File: src/rtl/pc_fetch_reg_pkg.sv
// Shared fetch-stage definitions: state encoding, reset vector and NOP encoding.
package pc_fetch_reg_pkg;

  typedef enum logic [1:0] {
    S_REQ  = 2'd0,
    S_WAIT = 2'd1,
    S_HOLD = 2'd2
  } fetch_state_e;

  localparam logic [31:0] MIPS_RESET_PC = 32'hBFC0_0000;
  localparam logic [31:0] MIPS_NOP      = 32'h0000_0000;

  function automatic logic is_misaligned(input logic [31:0] addr);
    return (addr[1:0] != 2'b00);
  endfunction

endpackage

File: src/rtl/pc_fetch_reg.sv
// Fetch-stage PC register and single-outstanding instruction-fetch sequencer.
// Redirects arriving mid-fetch are remembered so wrong-path data is dropped.
module pc_fetch_reg
  import pc_fetch_reg_pkg::*;
#(
  parameter logic [31:0] RESET_PC  = MIPS_RESET_PC,
  parameter logic [31:0] NOP_INSTR = MIPS_NOP
) (
  input  logic        clk,
  input  logic        resetn,
  input  logic [31:0] pc_next,
  input  logic        redirect,
  input  logic        stallF,
  output logic        inst_req,
  output logic [31:0] inst_addr,
  input  logic        inst_addr_ok,
  input  logic        inst_data_ok,
  input  logic [31:0] inst_rdata,
  output logic [31:0] pcF,
  output logic [31:0] pcplus4F,
  output logic [31:0] instrF,
  output logic        instr_validF,
  output logic        adelF
);

  fetch_state_e r_state, w_state_nxt;
  logic [31:0]  r_pc, w_pc_nxt;
  logic         r_discard, w_discard_nxt;
  logic [31:0]  r_pend_pc, w_pend_pc_nxt;
  logic [31:0]  r_instr_buf, w_instr_buf_nxt;
  logic         r_adel, w_adel_nxt;

  logic         w_eff_discard;
  logic [31:0]  w_target;

  always_ff @(posedge clk or negedge resetn) begin
    if (!resetn) begin
      r_state     <= S_REQ;
      r_pc        <= RESET_PC;
      r_discard   <= 1'b0;
      r_pend_pc   <= 32'h0;
      r_instr_buf <= NOP_INSTR;
      r_adel      <= 1'b0;
    end else begin
      r_state     <= w_state_nxt;
      r_pc        <= w_pc_nxt;
      r_discard   <= w_discard_nxt;
      r_pend_pc   <= w_pend_pc_nxt;
      r_instr_buf <= w_instr_buf_nxt;
      r_adel      <= w_adel_nxt;
    end
  end

  // A redirect in the same cycle as data_ok counts as already recorded.
  assign w_eff_discard = r_discard | redirect;
  assign w_target      = redirect ? pc_next : r_pend_pc;

  always_comb begin
    w_state_nxt     = r_state;
    w_pc_nxt        = r_pc;
    w_discard_nxt   = r_discard;
    w_pend_pc_nxt   = r_pend_pc;
    w_instr_buf_nxt = r_instr_buf;
    w_adel_nxt      = r_adel;
    case (r_state)
      S_REQ: begin
        if (is_misaligned(r_pc)) begin
          w_state_nxt     = S_HOLD;
          w_instr_buf_nxt = NOP_INSTR;
          w_adel_nxt      = 1'b1;
        end else if (inst_addr_ok) begin
          w_state_nxt = S_WAIT;
          if (redirect) begin
            w_discard_nxt = 1'b1;
            w_pend_pc_nxt = pc_next;
          end
        end else if (redirect) begin
          w_pc_nxt = pc_next;
        end
      end
      S_WAIT: begin
        if (inst_data_ok) begin
          if (w_eff_discard) begin
            w_pc_nxt      = w_target;
            w_discard_nxt = 1'b0;
            w_state_nxt   = S_REQ;
          end else begin
            w_instr_buf_nxt = inst_rdata;
            w_state_nxt     = S_HOLD;
          end
        end else if (redirect) begin
          w_discard_nxt = 1'b1;
          w_pend_pc_nxt = pc_next;
        end
      end
      S_HOLD: begin
        if (redirect || !stallF) begin
          w_pc_nxt    = pc_next;
          w_state_nxt = S_REQ;
          w_adel_nxt  = 1'b0;
        end
      end
      default: begin
        w_state_nxt = S_REQ;
      end
    endcase
  end

  assign inst_req     = (r_state == S_REQ) && !is_misaligned(r_pc);
  assign inst_addr    = r_pc;
  assign pcF          = r_pc;
  assign pcplus4F     = r_pc + 32'd4;
  assign instrF       = r_instr_buf;
  assign instr_validF = (r_state == S_HOLD);
  assign adelF        = r_adel;

endmodule

File: config.mk
export PLATFORM = sky130hd
export DESIGN_NAME = pc_fetch_reg
export DESIGN_NICKNAME = d
export VERILOG_FILES = /design/src/rtl/pc_fetch_reg_pkg.sv /design/src/rtl/pc_fetch_reg.sv
export SDC_FILE = /design/constraint.sdc
export NUM_CORES = 1
export LEC_CHECK = 0
export BUFFER_PORTS_ARGS = -buffer_cell sky130_fd_sc_hd__clkbuf_2
export CAP_MARGIN = 0
export CORE_MARGIN = 4
export CORE_UTILIZATION = 53
export CTS_CLUSTER_DIAMETER = 100
export DETAILED_ROUTE_END_ITERATION = 7
export PLACE_DENSITY = 0.89
export SYNTH_ARGS = -nofsm -noshare
export SYNTH_HDL_FRONTEND = slang
export SYNTH_SLANG_ARGS = --single-unit
File: constraint.sdc
create_clock -name clk -period 3.21 [get_ports clk]
set_input_delay 0.1605 -clock clk [delete_from_list [all_inputs] [get_ports clk]]
set_output_delay 0.1605 -clock clk [all_outputs]
set_load 0.02 [all_outputs]
==> results.cfg, run 1 <==
[sta]
drv_slew = 0
setup_tns_ps = 0
maxClockFrequency_ghz = 0.416
tightest_slew_ps = 636
fin_worst_skew_ps = 11.7
setup_viol = 0
hold_viol = 0
min_period_ps = 2400
fin_crit_sh = 0.749
relSlewSlack = 0.576
fin_ws_ps = 806
grt_setup_unrepaired = no

[global_routing]
grt_pass1_vias = 4143
grt_max_degree = 66
grt_first_pass_wirelength_microns = 20200
antenna_found_initial = 0
grt_use_total = 0.221
grt_overflow = 0

[floorplan]
die-width_microns = 107
row_count = 35
core_sq_um = 9370
die_h_microns = 107
dieArea_sq_um = 11400
io_pins = 201
start_util = 0.550

[route]
ant_nets = 0
drt-initial-drc-count = 135
wl_per_cell_microns = 16.7
vias = 3971
wirelength_microns = 12700
drt_first_pass_iters = 4
drc_errors = 0
viasPerCell = 5.24

[power_and_ir_drop]
cellPowerDensity_nw_per_um2 = 1060
p_leak_nw = 3.13
ir_drop_v = 0.000498

[critical_path]
reg2regPathDepth = 5
cp-end-kind = output pin
cp-start-kind = flip-flop
arrival_ps = 2240
crit_type = flip-flop to output pin
cp.required_ps = 3050
critPathMaxFanout = 8

[logic_synthesis]
syn_nets = 522
ys_ff_latch = 100
synth_cell_type_count = 35
synthCells = 451
synth.avg_cell_area_sq_um = 11.4
ys_seq_area_frac = 0.488
ys_warn_count = 0
synth.cell_area_sq_um = 5150

[cells_and_area]
layout_common_cells = clkbuf_2 (199), dfrtp_1 (91), nand2_1 (75)
final_nets = 695
area_growth_pct = 23.2
antenna_cells = 0
layout-drive-gt1-share = 0.528
final_common_cell = clkbuf_2
fillers = 724

[clocking]
path_clk_slew_ps = 110
clock_path_buffers = 2
cts.sinks = 100
root_buffer = clkbuf_8
cts_tree = built
cts_buffers = 9
clk_latency_ps = 350
htreeDepth = 3

[run]
maxCapViolCount = 0

[place]
portBuffers = 200
gp_congestion = 0.764
hpwl_microns = 9070
post-place-ws_ps = 1070

[min_path]
hp-class = input port to flip-flop
whs_path_depth = 3

[status]
status = complete, no violations
metrics by stage:
step / instance area, sq um / hold slack, ps / utilization / std cells / total power [W]
6_report: 6350 / 19.6 / 0.677 / 758 / 0.00672
2_1_floorplan: 5150 / -135 / - / 451 / 0.00499
4_1_cts: 6310 / 0.413 / 0.673 / 754 / 0.00676
3_5_place_dp: 6040 / 183 / 0.645 / 733 / 0.00589
5_1_grt: 6350 / 2.69 / 0.677 / 758 / 0.00714
3_3_place_gp: 6040 / 181 / 0.645 / 733 / 0.00575
cell families (layout without fill, tap and decap cells):
group                      Yosys count  count (layout)  synth area share
xor gates and xnor gates            28              28            0.0476
AOI/OAI and AO/OA                   40              40            0.0427
muxes                               96              96             0.229
buffers and inverters               61             239            0.0755
and+or+nand+nor                    125             125             0.115
DFF                                100             100             0.488
adders and majority gates            1               1           0.00243
routing by layer:
layer | track usage | wire length, microns
met5 | 0 | 0
met4 | 0.0557 | 159
met3 | 0.0674 | 955
met2 | 0.395 | 6660
met1 | 0.259 | 4890
worst paths after layout:
kind,startpoint,endpoint,slack (ps)
max reg2reg,r_state[0],r_pend_pc[23],1040
min reg2reg,instrF[16],instrF[16],490
max in group asynchronous,resetn,inst_addr[23],2040
min,inst_rdata[21],instrF[21],20
min in group asynchronous,resetn,instrF[10],320
max,inst_addr[3],pcplus4F[26],810
critical path, cell delays in order, from the launching register on:
cell and delay (ps):
dfrtp_1 540, ha_1 310, nand3_1 120, nor4_2 180
buf_4 220, nand3_1 120, xnor2_1 200, clkbuf_2 210
cells in the mapped netlist:
library cell,n,share of area
a21bo_2,1,0.0019
a21o_1,2,0.0029
a21oi_1,1,0.00097
a21oi_2,1,0.0017
and3_1,2,0.0024
and4_1,5,0.0085
buf_2,8,0.0078
buf_4,34,0.050
buf_6,3,0.0066
clkbuf_1,11,0.0080
dfrtp_1,91,0.44
dfstp_2,9,0.046
ha_1,1,0.0024
inv_1,5,0.0036
mux2_2,61,0.13
mux2_4,29,0.084
mux2i_1,6,0.012
nand2_1,75,0.055
nand2_2,1,0.0012
nand2b_1,1,0.0012
nand3_1,12,0.012
nand4_1,10,0.012
nand4bb_1,1,0.0022
nor2_1,8,0.0058
nor2b_1,3,0.0036
nor3_1,2,0.0019
nor4_1,1,0.0012
nor4_2,2,0.0049
o21ai_0,33,0.032
o21bai_1,1,0.0015
o32ai_1,1,0.0017
or3_1,1,0.0012
or4b_1,1,0.0019
xnor2_1,21,0.036
xor2_1,7,0.012
where the power goes:
part	switching, W	internal (W)	leakage [nW]
clock	0.000468	0.000383	0.110
combinational	0.00201	0.00141	1.78
sequential	0.000610	0.00184	1.24
total	0.00309	0.00363	3.13
layout make-up:
class                      instances  area (sq um)  area share
tap                              129           161      0.0254
sequential                       100          2510       0.396
multi-input combinational        290          2280       0.359
timing repair buffer             218          1160       0.183
clock buffer                       9           124      0.0195
clock inverter                     7          90.1      0.0142
inverter                           5          18.8     0.00296
flip-flops by register name, indices dropped and copies added (netlist names):
register   cells
r_discard      1
r_state        2
r_pend_pc     32
instrF        32
inst_addr     32
adelF          1
timing repair:
item,in CTS,in global routing
gates resized for setup,0,0
endpoints found under the hold margin,39,4
hold buffers,5,4
setup buffers,0,0
Power figures use the tool's default switching activity.
==> run 2, diff against run 1 <==
CORE_UTILIZATION = 49   (was 53)
PLACE_DENSITY = 0.83   (was 0.89)
clock period = 2.52 ns   (was 3.21 ns; I/O delays follow)
==> results.cfg, run 2 (synthesized netlist as in run 1, its figures left out) <==
[cells_and_area]
layout-drive-gt1-share = 0.493
layout_common_cells = clkbuf_2 (199), dfrtp_1 (87), nand2_1 (75)
instances_no_fill = 823
final_common_cell = clkbuf_2
final_nets = 753
antenna_cells = 0
area_growth_pct = 34.1

[floorplan]
start_util = 0.501
die-width_microns = 111
dieArea_sq_um = 12200
io_pins = 201
core_sq_um = 10300
row_count = 37
die_h_microns = 111

[sta]
hold_slack_ps = 74.7
fin_crit_sh = 0.929
min_period_ps = 2340
relSlewSlack = 0.587
tightest_slew_ps = 620
setup_tns_ps = 0
fin_worst_skew_ps = 8.66
drv_slew = 0
setup_viol = 0
maxClockFrequency_ghz = 0.427
fin_ws_ps = 179
grt_setup_unrepaired = no
hold_viol = 0

[global_routing]
antenna_found_initial = 0
grt_use_total = 0.233
grt_overflow = 0
grt_max_degree = 66
grt_pass1_vias = 4489
grt_first_pass_wirelength_microns = 23300

[clocking]
cts.sinks = 100
clk_latency_ps = 390
root_buffer = clkbuf_8
path_clk_slew_ps = 100
htreeDepth = 3
cts_tree = built
cts_buffers = 9
clock_path_buffers = 2

[power_and_ir_drop]
cellPowerDensity_nw_per_um2 = 1250
p_leak_nw = 3.36
power_w = 0.00862
ir_drop_v = 0.000746

[place]
dp.cells = 742
portBuffers = 200
gp_congestion = 0.793
hpwl_microns = 9200
post-place-ws_ps = 391

[route]
ant_nets = 0
drt_first_pass_iters = 5
drc_errors = 0
viasPerCell = 5.15
wirelength_microns = 13900
drt-initial-drc-count = 235
wl_per_cell_microns = 16.9
vias = 4238

[critical_path]
crit_type = flip-flop to output pin
critPathMaxFanout = 8
arrival_ps = 2220
cp.required_ps = 2390
cp-start-kind = flip-flop
cp-end-kind = output pin

[min_path]
hp-class = input port to flip-flop

[run]
maxCapViolCount = 0

[status]
status = complete, no violations
run 2: cell count changes in the layout (fill, tap and decap cells not counted):
| cell | delta |
|---|---|
| buf_4 | +2 |
| bufinv_16 | -1 |
| dfrtp_2 | +4 |
| inv_8 | -2 |
| clkinv_2 | +1 |
| ha_1 | -1 |
| clkinv_4 | +1 |
| dlygate4sd3_1 | +56 |
| ha_2 | +1 |
| inv_6 | +1 |
| dfrtp_1 | -4 |
run 2: final cells by class:
cell class	count	area, sq um
Inverter	5	18.8
Tap cell	136	170
Sequential cell	100	2520
Clock buffer	9	124
Timing Repair Buffer	276	1740
Clock inverter	7	60.1
Fill cell	746	3370
Multi-Input combinational cell	290	2280
run 2: metrics by stage:
stage	cell area (sq um)	utilization
6_report	6910	0.672
3_3_place_gp	6070	0.590
2_1_floorplan	5150	-
3_5_place_dp	6070	0.590
4_1_cts	6900	0.672
5_1_grt	6910	0.672
run 2: critical path: stages, from the launching register on:
cell,delay (ps)
dfrtp_1,490
nand4_1,240
nor4_2,320
buf_4,210
nand4_1,140
xnor2_1,230
clkbuf_2,210
run 2: routing by layer:
layer / track usage / part of all wire
met1: 0.276 / 0.40
met2: 0.401 / 0.51
met5: 0 / 0
met4: 0.0747 / 0.022
met3: 0.0734 / 0.071
run 2: path summary, 6_finish.rpt:
check | start | to | slack, ps | depth (start not counted)
worst max-delay path | inst_addr[12] | pcplus4F[22] | 180 | 6
worst min-delay path | inst_data_ok | r_state[0] | 70 | 3
worst max register to register | r_state[0] | r_pend_pc[17] | 370 | 5
worst min register to register | instrF[30] | instrF[30] | 490 | 2
max in group asynchronous | resetn | inst_addr[22] | 1380 | 3
min in group asynchronous | resetn | instrF[7] | 270 | 2
run 2: where the power goes:
part	internal [W]	switching, W
logic	0.00187	0.00261
registers	0.00235	0.000801
clock network	0.000376	0.000611
total	0.00459	0.00402
run 2: what timing repair did:
item | in CTS | in global routing
hold buffers | 65 | 0
setup buffers | 0 | 0
hold endpoints to repair | 105 | 0
setup endpoints to repair | 0 | 7
gates resized for setup | 0 | 5
